## src/rtl/timer_pkg.sv

```systemverilog
// rtl/timer_pkg.sv - state and mode encodings shared by the countdown timer
package timer_pkg;

  typedef enum logic [1:0] {
    ST_IDLE    = 2'd0,
    ST_RUN     = 2'd1,
    ST_HOLD    = 2'd2,
    ST_EXPIRED = 2'd3
  } state_t;

  localparam logic MODE_ONESHOT  = 1'b0;
  localparam logic MODE_PERIODIC = 1'b1;

endpackage

```

## src/rtl/timer_prescaler.sv

```systemverilog
// rtl/timer_prescaler.sv - phase counter producing half-unit and unit ticks
module timer_prescaler #(
  parameter int CLK_HZ = 100_000_000
) (
  input  logic i_clock,
  input  logic i_reset,
  input  logic i_clear,
  input  logic i_enable,
  output logic o_half_tick,
  output logic o_unit_tick
);

  localparam int PH_W = $clog2(CLK_HZ);
  localparam logic [PH_W-1:0] HALF_LAST = PH_W'(CLK_HZ / 2 - 1);
  localparam logic [PH_W-1:0] UNIT_LAST = PH_W'(CLK_HZ - 1);

  logic [PH_W-1:0] r_phase;

  // Ticks are qualified by enable so a frozen phase never strobes.
  assign o_half_tick = i_enable && (r_phase == HALF_LAST);
  assign o_unit_tick = i_enable && (r_phase == UNIT_LAST);

  always_ff @(posedge i_clock or negedge i_reset) begin
    if (!i_reset) begin
      r_phase <= '0;
    end else if (i_clear || o_unit_tick) begin
      r_phase <= '0;
    end else if (i_enable) begin
      r_phase <= r_phase + PH_W'(1);
    end
  end

endmodule

```

## src/rtl/timer_countdown_param.sv

```systemverilog
// rtl/timer_countdown_param.sv - countdown timer with hold, abort, reload mode and rate strobes
module timer_countdown_param
  import timer_pkg::*;
#(
  parameter int CLK_HZ = 100_000_000,
  parameter int CNT_W  = 4
) (
  input  logic             i_clock,
  input  logic             i_reset,
  input  logic             i_start_timer,
  input  logic [CNT_W-1:0] i_value,
  input  logic             i_periodic,
  input  logic             i_hold,
  input  logic             i_abort,
  output logic [CNT_W-1:0] o_counter,
  output logic             o_expired,
  output logic             o_expired_pulse,
  output logic             o_one_hz_enable,
  output logic             o_two_hz_enable,
  output logic             o_busy
);

  state_t           r_state;
  logic [CNT_W-1:0] r_counter;
  logic [CNT_W-1:0] r_reload;
  logic             r_mode;
  logic             r_expired;
  logic             r_expired_pulse;
  logic             r_one_hz;
  logic             r_two_hz;
  logic             r_busy;

  logic w_clear;
  logic w_enable;
  logic w_half_tick;
  logic w_unit_tick;

  // The edge that leaves HOLD already counts, so a hold of N cycles delays ticks by exactly N.
  assign w_clear  = i_abort | i_start_timer;
  assign w_enable = r_busy & ~i_hold;

  timer_prescaler #(
    .CLK_HZ(CLK_HZ)
  ) u_prescaler (
    .i_clock    (i_clock),
    .i_reset    (i_reset),
    .i_clear    (w_clear),
    .i_enable   (w_enable),
    .o_half_tick(w_half_tick),
    .o_unit_tick(w_unit_tick)
  );

  always_ff @(posedge i_clock or negedge i_reset) begin
    if (!i_reset) begin
      r_state         <= ST_IDLE;
      r_counter       <= '0;
      r_reload        <= '0;
      r_mode          <= MODE_ONESHOT;
      r_expired       <= 1'b0;
      r_expired_pulse <= 1'b0;
      r_one_hz        <= 1'b0;
      r_two_hz        <= 1'b0;
      r_busy          <= 1'b0;
    end else begin
      r_expired_pulse <= 1'b0;
      r_one_hz        <= 1'b0;
      r_two_hz        <= 1'b0;
      if (i_abort) begin
        r_state   <= ST_IDLE;
        r_counter <= '0;
        r_busy    <= 1'b0;
        r_expired <= 1'b0;
      end else if (i_start_timer) begin
        r_counter <= i_value;
        r_reload  <= i_value;
        r_mode    <= i_periodic;
        if (i_value != '0) begin
          r_state   <= ST_RUN;
          r_busy    <= 1'b1;
          r_expired <= 1'b0;
        end else begin
          r_state         <= ST_EXPIRED;
          r_busy          <= 1'b0;
          r_expired       <= 1'b1;
          r_expired_pulse <= 1'b1;
        end
      end else if (r_busy) begin
        if (i_hold) begin
          r_state <= ST_HOLD;
        end else begin
          r_state  <= ST_RUN;
          r_one_hz <= w_unit_tick;
          r_two_hz <= w_half_tick | w_unit_tick;
          if (w_unit_tick) begin
            if (r_counter == CNT_W'(1)) begin
              r_expired_pulse <= 1'b1;
              if (r_mode == MODE_PERIODIC) begin
                r_counter <= r_reload;
              end else begin
                r_counter <= '0;
                r_state   <= ST_EXPIRED;
                r_busy    <= 1'b0;
                r_expired <= 1'b1;
              end
            end else if (r_counter != '0) begin
              r_counter <= r_counter - CNT_W'(1);
            end
          end
        end
      end
    end
  end

  assign o_counter       = r_counter;
  assign o_expired       = r_expired;
  assign o_expired_pulse = r_expired_pulse;
  assign o_one_hz_enable = r_one_hz;
  assign o_two_hz_enable = r_two_hz;
  assign o_busy          = r_busy;

endmodule

```

## config.mk

```make
export PLATFORM = sky130hd
export DESIGN_NAME = timer_countdown_param
export DESIGN_NICKNAME = d
export VERILOG_FILES = /design/src/rtl/timer_pkg.sv /design/src/rtl/timer_prescaler.sv /design/src/rtl/timer_countdown_param.sv
export SDC_FILE = /design/constraint.sdc
export NUM_CORES = 1
export LEC_CHECK = 0
export CAP_MARGIN = 0
export CORE_MARGIN = 1.5
export CORE_UTILIZATION = 50
export CTS_CLUSTER_SIZE = 20
export DETAILED_ROUTE_END_ITERATION = 7
export GPL_ROUTABILITY_DRIVEN = 0
export PLACE_DENSITY = 0.7
export SYNTH_ARGS = -nofsm -noshare
export SYNTH_HDL_FRONTEND = slang
export SYNTH_HIERARCHICAL = 1
export SYNTH_SLANG_ARGS = --single-unit
```

## constraint.sdc

```tcl
create_clock -name i_clock -period 3.89 [get_ports i_clock]
set_input_delay 0.5835 -clock i_clock [delete_from_list [all_inputs] [get_ports i_clock]]
set_output_delay 0.5835 -clock i_clock [all_outputs]
set_load 0.02 [all_outputs]
```

==> metrics.md, run 1 <==
| Metric | Value |
|---|---|
| Worst skew pair latency | `0.29 ns` |
| Synthesis Warnings | `6` |
| Worst-path cell chain | `clkdlybuf4s50_1 -> nor2b_1 -> buf_4 -> and3_1 -> nand4_4 -> or2_2 -> nor3_1 -> a31oi_4 -> o41ai_1` |
| Final setup violation count | `0` |
| Met3 wire length | `225 um` |
| Post-Syn Nets | `244` |
| Area of the core | `4470 um2` |
| CP max FO | `10` |
| H-tree depth | `2` |
| Root buf cell | `clkbuf_8` |
| DIE WIDTH | `71.9 um` |
| Worst Tran Pin Value | `0.891 ns` |
| Commonest non-fill, non-tap cells in the layout | `dfrtp_1, clkdlybuf4s50_1, nand2_1, nand3_1, nor2_2` |
| CP peak stage delay | `0.61 ns` |
| WL final | `4.98 mm` |
| Clock transition at the registers of the reported paths | `0.08 ns` |
| Antenna Cells | `0` |
| Pint | `751 uW` |
| IO Port Bufs | `18` |
| Placed Cells | `293` |
| Wire length on met1 | `2.42 mm` |
| Synthesized cell area | `2370 um2` |
| Ys flop type | `dfrtp_1` |
| P_leak | `0.00100 uW` |
| Status | `complete, no violations` |
| #FFs+latches synth | `41` |
| EDFF count, synth | `0` |
| Hold Buf Count CTS | `0` |
| Reg2Reg Depth | `8` |
| Skew final | `0.00428 ns` |
| CTS tree | `yes` |
| Vias per cell | `6.15` |
| TritonCTS buffer count | `5` |
| CP Data Required Time | `4.08 ns` |
| Drt drc | `0` |
| Slowest-stage cell, CP | `nor3_1` |
| DRT iter0 DRCs | `95` |
| Post-synth ARST share | `100%` |
| WL/cell | `16.5 um` |
| Max transition margin | `40.6%` |
| Largest net degree at the start of global routing | `42` |
| Vias in the first global route | `1795` |
| Final ANT Viol Nets | `0` |
| Die area | `5170 um2` |
| Buffers plus inverters on the worst setup path | `2` |
| Power per Cell Area | `361 nW/um2` |
| Die Y | `71.9 um` |
| Fin crit period | `3.23 ns` |
| Tcrit/Tclk final | `83.0%` |
| Antenna violations before repair | `0` |
| Sequential-to-total area share from yosys stat | `43.2%` |
| Met2 Wirelength | `2.25 mm` |
| Worst hold path class | `input port to async pin` |
| FP Rows | `24` |
| Sequential power share | `47.0%` |
| RSZ-0062 raised after global routing | `no` |
| Fillcell total | `371` |
| Worst VDD drop | `0.000181 V` |
| Share of layout cells above drive strength 1 | `18.5%` |
| Fin. Hold Viols | `0` |
| Gr ovfl total | `0` |
| Netlist cell types | `51` |
| Routed vias | `1852` |
| Syn-to-layout area delta | `13.9%` |
| Critical Path AT | `3.42 ns` |
| Gr usage total | `21.6%` |
| Max Used Layer | `met4` |
| Gate Count Post-Synth | `231` |
| Post-layout util | `60.4%` |
| Post-CTS Setup Repair Bufs | `0` |
| Sw power | `225 uW` |
| Fin nets | `261` |
| Clk pwr share | `41.7%` |
| Max Slew Vio Count | `0` |
| Setup TNS Final | `0 ns` |
| Detailed Place HPWL | `3.58 mm` |
| Post-cts sizing count | `0` |
| Sw frac | `23.0%` |
| Commonest non-fill, non-tap cell in the layout | `dfrtp_1` |
| Fmax | `310 MHz` |
| Reg-to-Reg End | `o_counter[0]` |
| Clk sink count | `41` |
| Share of power burned in combinational logic | `11.2%` |
| Syn_area_per_cell | `10.3 um2` |
| Worst setup EP type | `flip-flop` |
| Pre-antenna DRT Iters | `4` |
| Max-cap violations | `0` |
| Reg2reg start | `o_busy` |
| Reg2Reg Setup Slack | `0.96 ns` |
| Cell family with most CP delay | `simple AND/OR/NAND/NOR gates` |
| Num ports | `19` |
| Cell Count, Final, Fillers Out | `301` |
| Critical Setup Path Class | `input port to flip-flop` |
| Crit path launch type | `input port` |
| Global-route wire length before repair | `8.71 mm` |
| Initial Utilization | `53.0%` |
| Clock Path Buffers | `2` |
[metal layers]
layer / GRT usage [%] / up-vias
li1: - / 897
met1: 30.5 / 911
met2: 32.1 / 36
met3: 5.49 / 8
met4: 7.97 / 0
met5: 0 / -
[cell type report]
cell class	count	area [um2]	area share, %
clock inverters	3	68.8	2.55
inverters	5	18.8	0.695
well taps	52	65.1	2.41
repair buffers	21	198	7.32
multi-input cells	174	1260	46.5
flip-flops and latches	41	1030	38.0
clock buffers	5	68.8	2.55
[cells by family after synthesis]
logic type               Yosys count  synth area share [%]
AND/OR/NAND/NOR                  107                  28.6
AO/OA/AOI/OAI                     45                  15.2
flip-flops                        41                  43.2
buffers and inverters             16                  3.80
XOR/XNOR                          13                  4.80
multiplexers                       6                  2.80
adder cells (fa/ha/maj)            3                  1.58
[synth_stat cells, types with 4 or more instances]
cell type / instances / area (um2)
or3_1: 4 / 25.0
and3_1: 5 / 31.3
o31ai_1: 12 / 90.1
mux2_2: 5 / 56.3
dfrtp_1: 41 / 1030
xor2_1: 7 / 61.3
a21oi_2: 7 / 61.3
nor2_1: 9 / 33.8
nor2_2: 13 / 81.3
xnor2_1: 6 / 52.6
or4_1: 10 / 75.1
nand2_1: 14 / 52.6
nor2b_1: 5 / 31.3
clkbuf_1: 4 / 15.0
nand4_1: 9 / 56.3
a21oi_1: 8 / 40.0
and4_1: 4 / 35.0
inv_1: 5 / 18.8
o21ai_0: 5 / 25.0
nand3_1: 13 / 65.1
[per-stage QoR]
stage	area [um2]	hold WS [ns]	power, uW	worst slack, ns
3_5_place_dp	2560	0.509	577	0.389
2_1_floorplan	2370	0.288	529	0.935
5_1_grt	2700	0.499	1020	0.509
6_report	2700	0.403	976	0.661
4_1_cts	2700	0.452	984	0.702
3_3_place_gp	2560	0.494	577	0.561
[worst max path at each step]
stage | start | to | slack, ns | depth (start not counted)
2_1_floorplan | i_hold | o_counter[0] | 0.93 | 8
3_3_place_gp | i_hold | o_counter[0] | 0.56 | 9
3_5_place_dp | i_hold | o_counter[0] | 0.39 | 9
4_1_cts | i_hold | o_counter[0] | 0.70 | 9
5_1_grt | i_hold | o_counter[1] | 0.51 | 9
6_report | i_hold | o_counter[0] | 0.66 | 9
[sequential cells by signal, summed over array words and instances, names as in the netlist]
name	flops
u_prescaler/r_phase	27
o_counter	4
r_reload	4
o_busy	1
o_expired	1
o_expired_pulse	1
o_one_hz_enable	1
o_two_hz_enable	1
r_mode	1
[power by group through the flow]
stage | clock, uW | combinational, uW | sequential, uW
final | 407 | 110 | 459
after global routing | 436 | 123 | 461
after CTS | 415 | 111 | 458
after detailed placement | 0 | 111 | 466
after global placement | 0 | 111 | 467
after floorplan | 0 | 58.4 | 470
(Power assumes the default switching activity.)
==> run 2, diff against run 1 <==
==> constraint.sdc (replaced) <==
create_clock -name i_clock -period 3.2 [get_ports i_clock]
set_input_delay 0.48 -clock i_clock [delete_from_list [all_inputs] [get_ports i_clock]]
set_output_delay 0.48 -clock i_clock [all_outputs]
set_load 0.02 [all_outputs]
==> metrics.md, run 2 (same netlist as run 1, synthesis figures left out) <==
| Metric | Value |
|---|---|
| Clock transition at the registers of the reported paths | `0.08 ns` |
| Power per Cell Area | `400 nW/um2` |
| Tcrit/Tclk final | `78.2%` |
| Share of power burned in combinational logic | `12.6%` |
| Fmax | `400 MHz` |
| Vias per cell | `6.18` |
| Largest net degree at the start of global routing | `42` |
| Worst-path cell chain | `clkdlybuf4s50_1 -> nor2b_1 -> and3_1 -> nand4_4 -> or2_2 -> nor3_1 -> buf_4 -> a31oi_4 -> o41ai_1` |
| Worst VDD drop | `0.000289 V` |
| CTS tree | `yes` |
| DRT iter0 DRCs | `147` |
| Drt drc | `0` |
| Antenna violations before repair | `0` |
| Hold Slack | `0.305 ns` |
| FP Rows | `24` |
| Fin crit period | `2.50 ns` |
| Sw frac | `25.8%` |
| Root buf cell | `clkbuf_8` |
| Pre-antenna DRT Iters | `4` |
| Clk pwr share | `35.4%` |
| Gr ovfl total | `0` |
| Commonest non-fill, non-tap cell in the layout | `dfrtp_1` |
| Num ports | `19` |
| Final ANT Viol Nets | `0` |
| Syn-to-layout area delta | `13.0%` |
| Share of layout cells above drive strength 1 | `19.1%` |
| Max-cap violations | `0` |
| RSZ-0062 raised after global routing | `no` |
| Critical Path AT | `2.68 ns` |
| Commonest non-fill, non-tap cells in the layout | `dfrtp_1, clkdlybuf4s50_1, nand2_1, nand3_1, nor2_2` |
| CP Data Required Time | `3.38 ns` |
| Reg2reg start | `o_busy` |
| Sw power | `277 uW` |
| Status | `complete, no violations` |
| Buffers plus inverters on the worst setup path | `2` |
| Worst skew pair latency | `0.30 ns` |
| WL final | `4.98 mm` |
| Clk sink count | `41` |
| Cell family with most CP delay | `simple AND/OR/NAND/NOR gates` |
| P_leak | `0.00100 uW` |
| Setup TNS Final | `0 ns` |
| Fin nets | `263` |
| Global-route wire length before repair | `8.58 mm` |
| Area of the core | `4470 um2` |
| Initial Utilization | `53.0%` |
| Reg2Reg Setup Slack | `0.86 ns` |
| Vias in the first global route | `1792` |
| Post-cts sizing count | `0` |
| TritonCTS buffer count | `5` |
| Crit path launch type | `input port` |
| Die area | `5170 um2` |
| Max reg flops | `27` |
| Gr usage total | `21.4%` |
| Crit path from | `i_hold` |
| Worst Tran Pin Value | `0.907 ns` |
| H-tree depth | `2` |
| Max Slew Vio Count | `0` |
| CP peak stage delay | `0.42 ns` |
| Skew final | `0.00592 ns` |
| Worst hold path class | `input port to async pin` |
| Fin area | `2680 um2` |
| Final setup violation count | `0` |
| IO Port Bufs | `18` |
| Routed vias | `1873` |
| Fin. Hold Viols | `0` |
| Placed Area | `2580 um2` |
| Slowest-stage cell, CP | `clkdlybuf4s50_1` |
| Max transition margin | `39.5%` |
| Reg2Reg Depth | `8` |
| Critical Setup Path Class | `input port to flip-flop` |
| CP max FO | `7` |
| Clock Path Buffers | `2` |
| WL/cell | `16.4 um` |
| Worst setup EP type | `flip-flop` |
| Post-CTS Setup Repair Bufs | `0` |
| Sequential power share | `52.0%` |
| Antenna Cells | `0` |
| Die Y | `71.9 um` |
| Hold Buf Count CTS | `0` |
| Reg-to-Reg End | `o_counter[0]` |
| DIE WIDTH | `71.9 um` |
| Biggest register | `u_prescaler/r_phase` |
| Detailed Place HPWL | `3.49 mm` |
| Pint | `794 uW` |
[run 2: worst max-delay path by stage]
stage	slack [ns]	to	cells after the start
5_1_grt	0.48	o_counter[0]	9
3_5_place_dp	0.39	o_counter[0]	9
3_3_place_gp	0.50	o_counter[0]	9
6_report	0.70	o_counter[0]	9
2_1_floorplan	0.32	o_counter[0]	8
4_1_cts	0.69	o_counter[0]	9
[run 2: layout make-up]
| type | count | area [um2] |
|---|---|---|
| inverter | 5 | 18.8 |
| multi-input combinational | 174 | 1260 |
| fill | 380 | 1790 |
| sequential | 41 | 1030 |
| clock inverter | 1 | 5.00 |
| tap | 52 | 65.1 |
| clock buffer | 7 | 96.3 |
| timing repair buffer | 23 | 213 |
[run 2: power by group through the flow]
stage	Clock [uW]	Combinational, uW	Sequential, uW
floorplan	0	70.9	572
global placement	0	134	567
detailed placement	0	135	567
CTS	387	136	557
global route	408	147	560
finish	379	135	557
[run 2: stage by stage]
step                      cells  total power (uW)  worst slack (ns)  utilization (%)
final                       303              1070             0.698             59.9
after global routing        303              1110             0.480             59.9
after CTS                   303              1080             0.693             59.9
after detailed placement    295               702             0.394             57.6
after global placement      295               701             0.497             57.6
after floorplan             231               642             0.318                -
[run 2: per-layer routing]
| metal | vias up | GRT usage, % | wire length [um] |
|---|---|---|---|
| met3 | 11 | 4.64 | 154 |
| li1 | 903 | - | - |
| met1 | 915 | 31.3 | 2520 |
| met4 | 0 | 8.18 | 100 |
| met5 | - | 0 | 0 |
| met2 | 44 | 31.2 | 2210 |
==> run 3, diff against run 2 <==
==> constraint.sdc (replaced) <==
create_clock -name i_clock -period 2.6 [get_ports i_clock]
set_input_delay 0.39 -clock i_clock [delete_from_list [all_inputs] [get_ports i_clock]]
set_output_delay 0.39 -clock i_clock [all_outputs]
set_load 0.02 [all_outputs]
==> metrics.md, run 3 (same netlist as run 1, synthesis figures left out) <==
| Metric | Value |
|---|---|
| Status | `complete, no violations` |
| Tcrit/Tclk final | `87.0%` |
| WL/cell | `16.5 um` |
| Initial Utilization | `53.0%` |
| Worst setup EP type | `flip-flop` |
| Skew final | `0.00232 ns` |
| Largest net degree at the start of global routing | `42` |
| RSZ-0062 raised after global routing | `no` |
| Drt drc | `0` |
| Pint | `926 uW` |
| H-tree depth | `2` |
| Sw frac | `26.5%` |
| Worst VDD drop | `0.000453 V` |
| GR peak layer | `met1` |
| DRT iter0 DRCs | `188` |
| Syn-to-layout area delta | `13.8%` |
| Setup TNS Final | `0 ns` |
| Crit path launch type | `input port` |
| Antenna Cells | `0` |
| Critical Setup Path Class | `input port to flip-flop` |
| CP max FO | `7` |
| Clock transition at the registers of the reported paths | `0.07 ns` |
| Gr ovfl total | `0` |
| Worst Tran Pin Value | `0.888 ns` |
| Biggest register | `u_prescaler/r_phase` |
| Hold Buf Count CTS | `0` |
| Sw power | `333 uW` |
| Final ANT Viol Nets | `0` |
| Clock Path Buffers | `2` |
| Fin. Hold Viols | `0` |
| Routed vias | `1883` |
| Fmax | `442 MHz` |
| Global-route wire length before repair | `9.05 mm` |
| FP Rows | `24` |
| Pre-antenna DRT Iters | `4` |
| Max-cap violations | `0` |
| Fin nets | `267` |
| Area of the core | `4470 um2` |
| Detailed Place HPWL | `3.65 mm` |
| Pwr Total | `1260 uW` |
| Post-CTS Setup Repair Bufs | `0` |
| TritonCTS buffer count | `5` |
| WL final | `5.06 mm` |
| Root buf cell | `clkbuf_8` |
| IO Port Bufs | `18` |
| Worst hold path class | `input port to async pin` |
| Share of power burned in combinational logic | `13.4%` |
| Met3 GRT Util | `6.05%` |
| Vias in the first global route | `1877` |
| Clk pwr share | `32.0%` |
| DIE WIDTH | `71.9 um` |
| Fin crit period | `2.26 ns` |
| Post-cts sizing count | `0` |
| Commonest non-fill, non-tap cell in the layout | `dfrtp_1` |
| Num ports | `19` |
| CTS tree | `yes` |
| Critical Path AT | `2.45 ns` |
| Cell Count, Final, Fillers Out | `307` |
| Share of layout cells above drive strength 1 | `20.8%` |
| Max reg flops | `27` |
| Worst skew pair latency | `0.29 ns` |
| Sequential power share | `54.6%` |
| GRT met2 Usage | `33.0%` |
| GR Util met1 | `33.3%` |
| Clk sink count | `41` |
| P_leak | `0.00101 uW` |
| Die Y | `71.9 um` |
| Hold Slack | `0.214 ns` |
| Max Slew Vio Count | `0` |
| Power per Cell Area | `466 nW/um2` |
| Die area | `5170 um2` |
| Placed Cells | `299` |
| Post-layout util | `60.3%` |
| Final setup violation count | `0` |
| Max transition margin | `40.8%` |
| Antenna violations before repair | `0` |
| Vias per cell | `6.13` |
| CP Data Required Time | `2.79 ns` |
| Gr usage total | `22.5%` |
| Commonest non-fill, non-tap cells in the layout | `dfrtp_1, clkdlybuf4s50_1, nand2_1, nand3_1, nor2_2` |
==> run 3: cell types whose count changed in the layout (fill, tap and decap cells not counted), sizes merged <==
cell	previous run	this run
buf	6	10
clkbuf	7	6
clkinv	1	2
==> run 3: through the flow <==
step	cell area (um2)	setup WS (ns)
final	2700	0.338
after global routing	2700	0.169
after CTS	2700	0.337
after detailed placement	2620	0.0300
after global placement	2620	0.0814
after floorplan	2380	0.0745
==> run 3: power by group through the flow <==
stage                     sequential [uW]  clock, uW  combinational, uW
final                                 687        403                169
after global routing                  692        440                185
after CTS                             687        414                171
after detailed placement              699          0                170
after global placement                699          0                168
after floorplan                       703          0               87.6
==> run 3: path summary, 6_finish.rpt <==
path                                           endpoint  cells after the start                    start  slack [ns]
worst max-delay path                       o_counter[0]                      9                   i_hold        0.34
worst min-delay path                          o_expired                      1                  i_reset        0.21
worst max register to register             o_counter[0]                      7  u_prescaler/r_phase[11]        0.37
worst min register to register              r_reload[2]                      1              r_reload[2]        0.52
max in group asynchronous       u_prescaler/r_phase[13]                      1                  i_reset        1.83
min in group i_clock                        r_reload[2]                      1              r_reload[2]        0.52
==> run 3: worst max-delay path: stages <==
cell	delay [ns]
clkdlybuf4s50_1	0.44
nor2b_2	0.13
and3_1	0.23
nand4_4	0.12
or2_2	0.33
nor3_2	0.17
buf_4	0.16
a31oi_4	0.12
o41ai_1	0.35
==> run 3: metal layers <==
metal / wire length [um] / share of wire (%)
met1: 2570 / 51
met2: 2270 / 45
met3: 170 / 3.4
met4: 51 / 1.0
met5: 0 / 0
==> run 3: area by class of cell <==
type | instances | area [um2]
fillers | 392 | 1780
clock inverters | 2 | 10.0
well taps | 52 | 65.1
multi-input cells | 174 | 1260
clock buffers | 6 | 72.6
flip-flops and latches | 41 | 1030
inverters | 5 | 18.8
repair buffers | 27 | 243
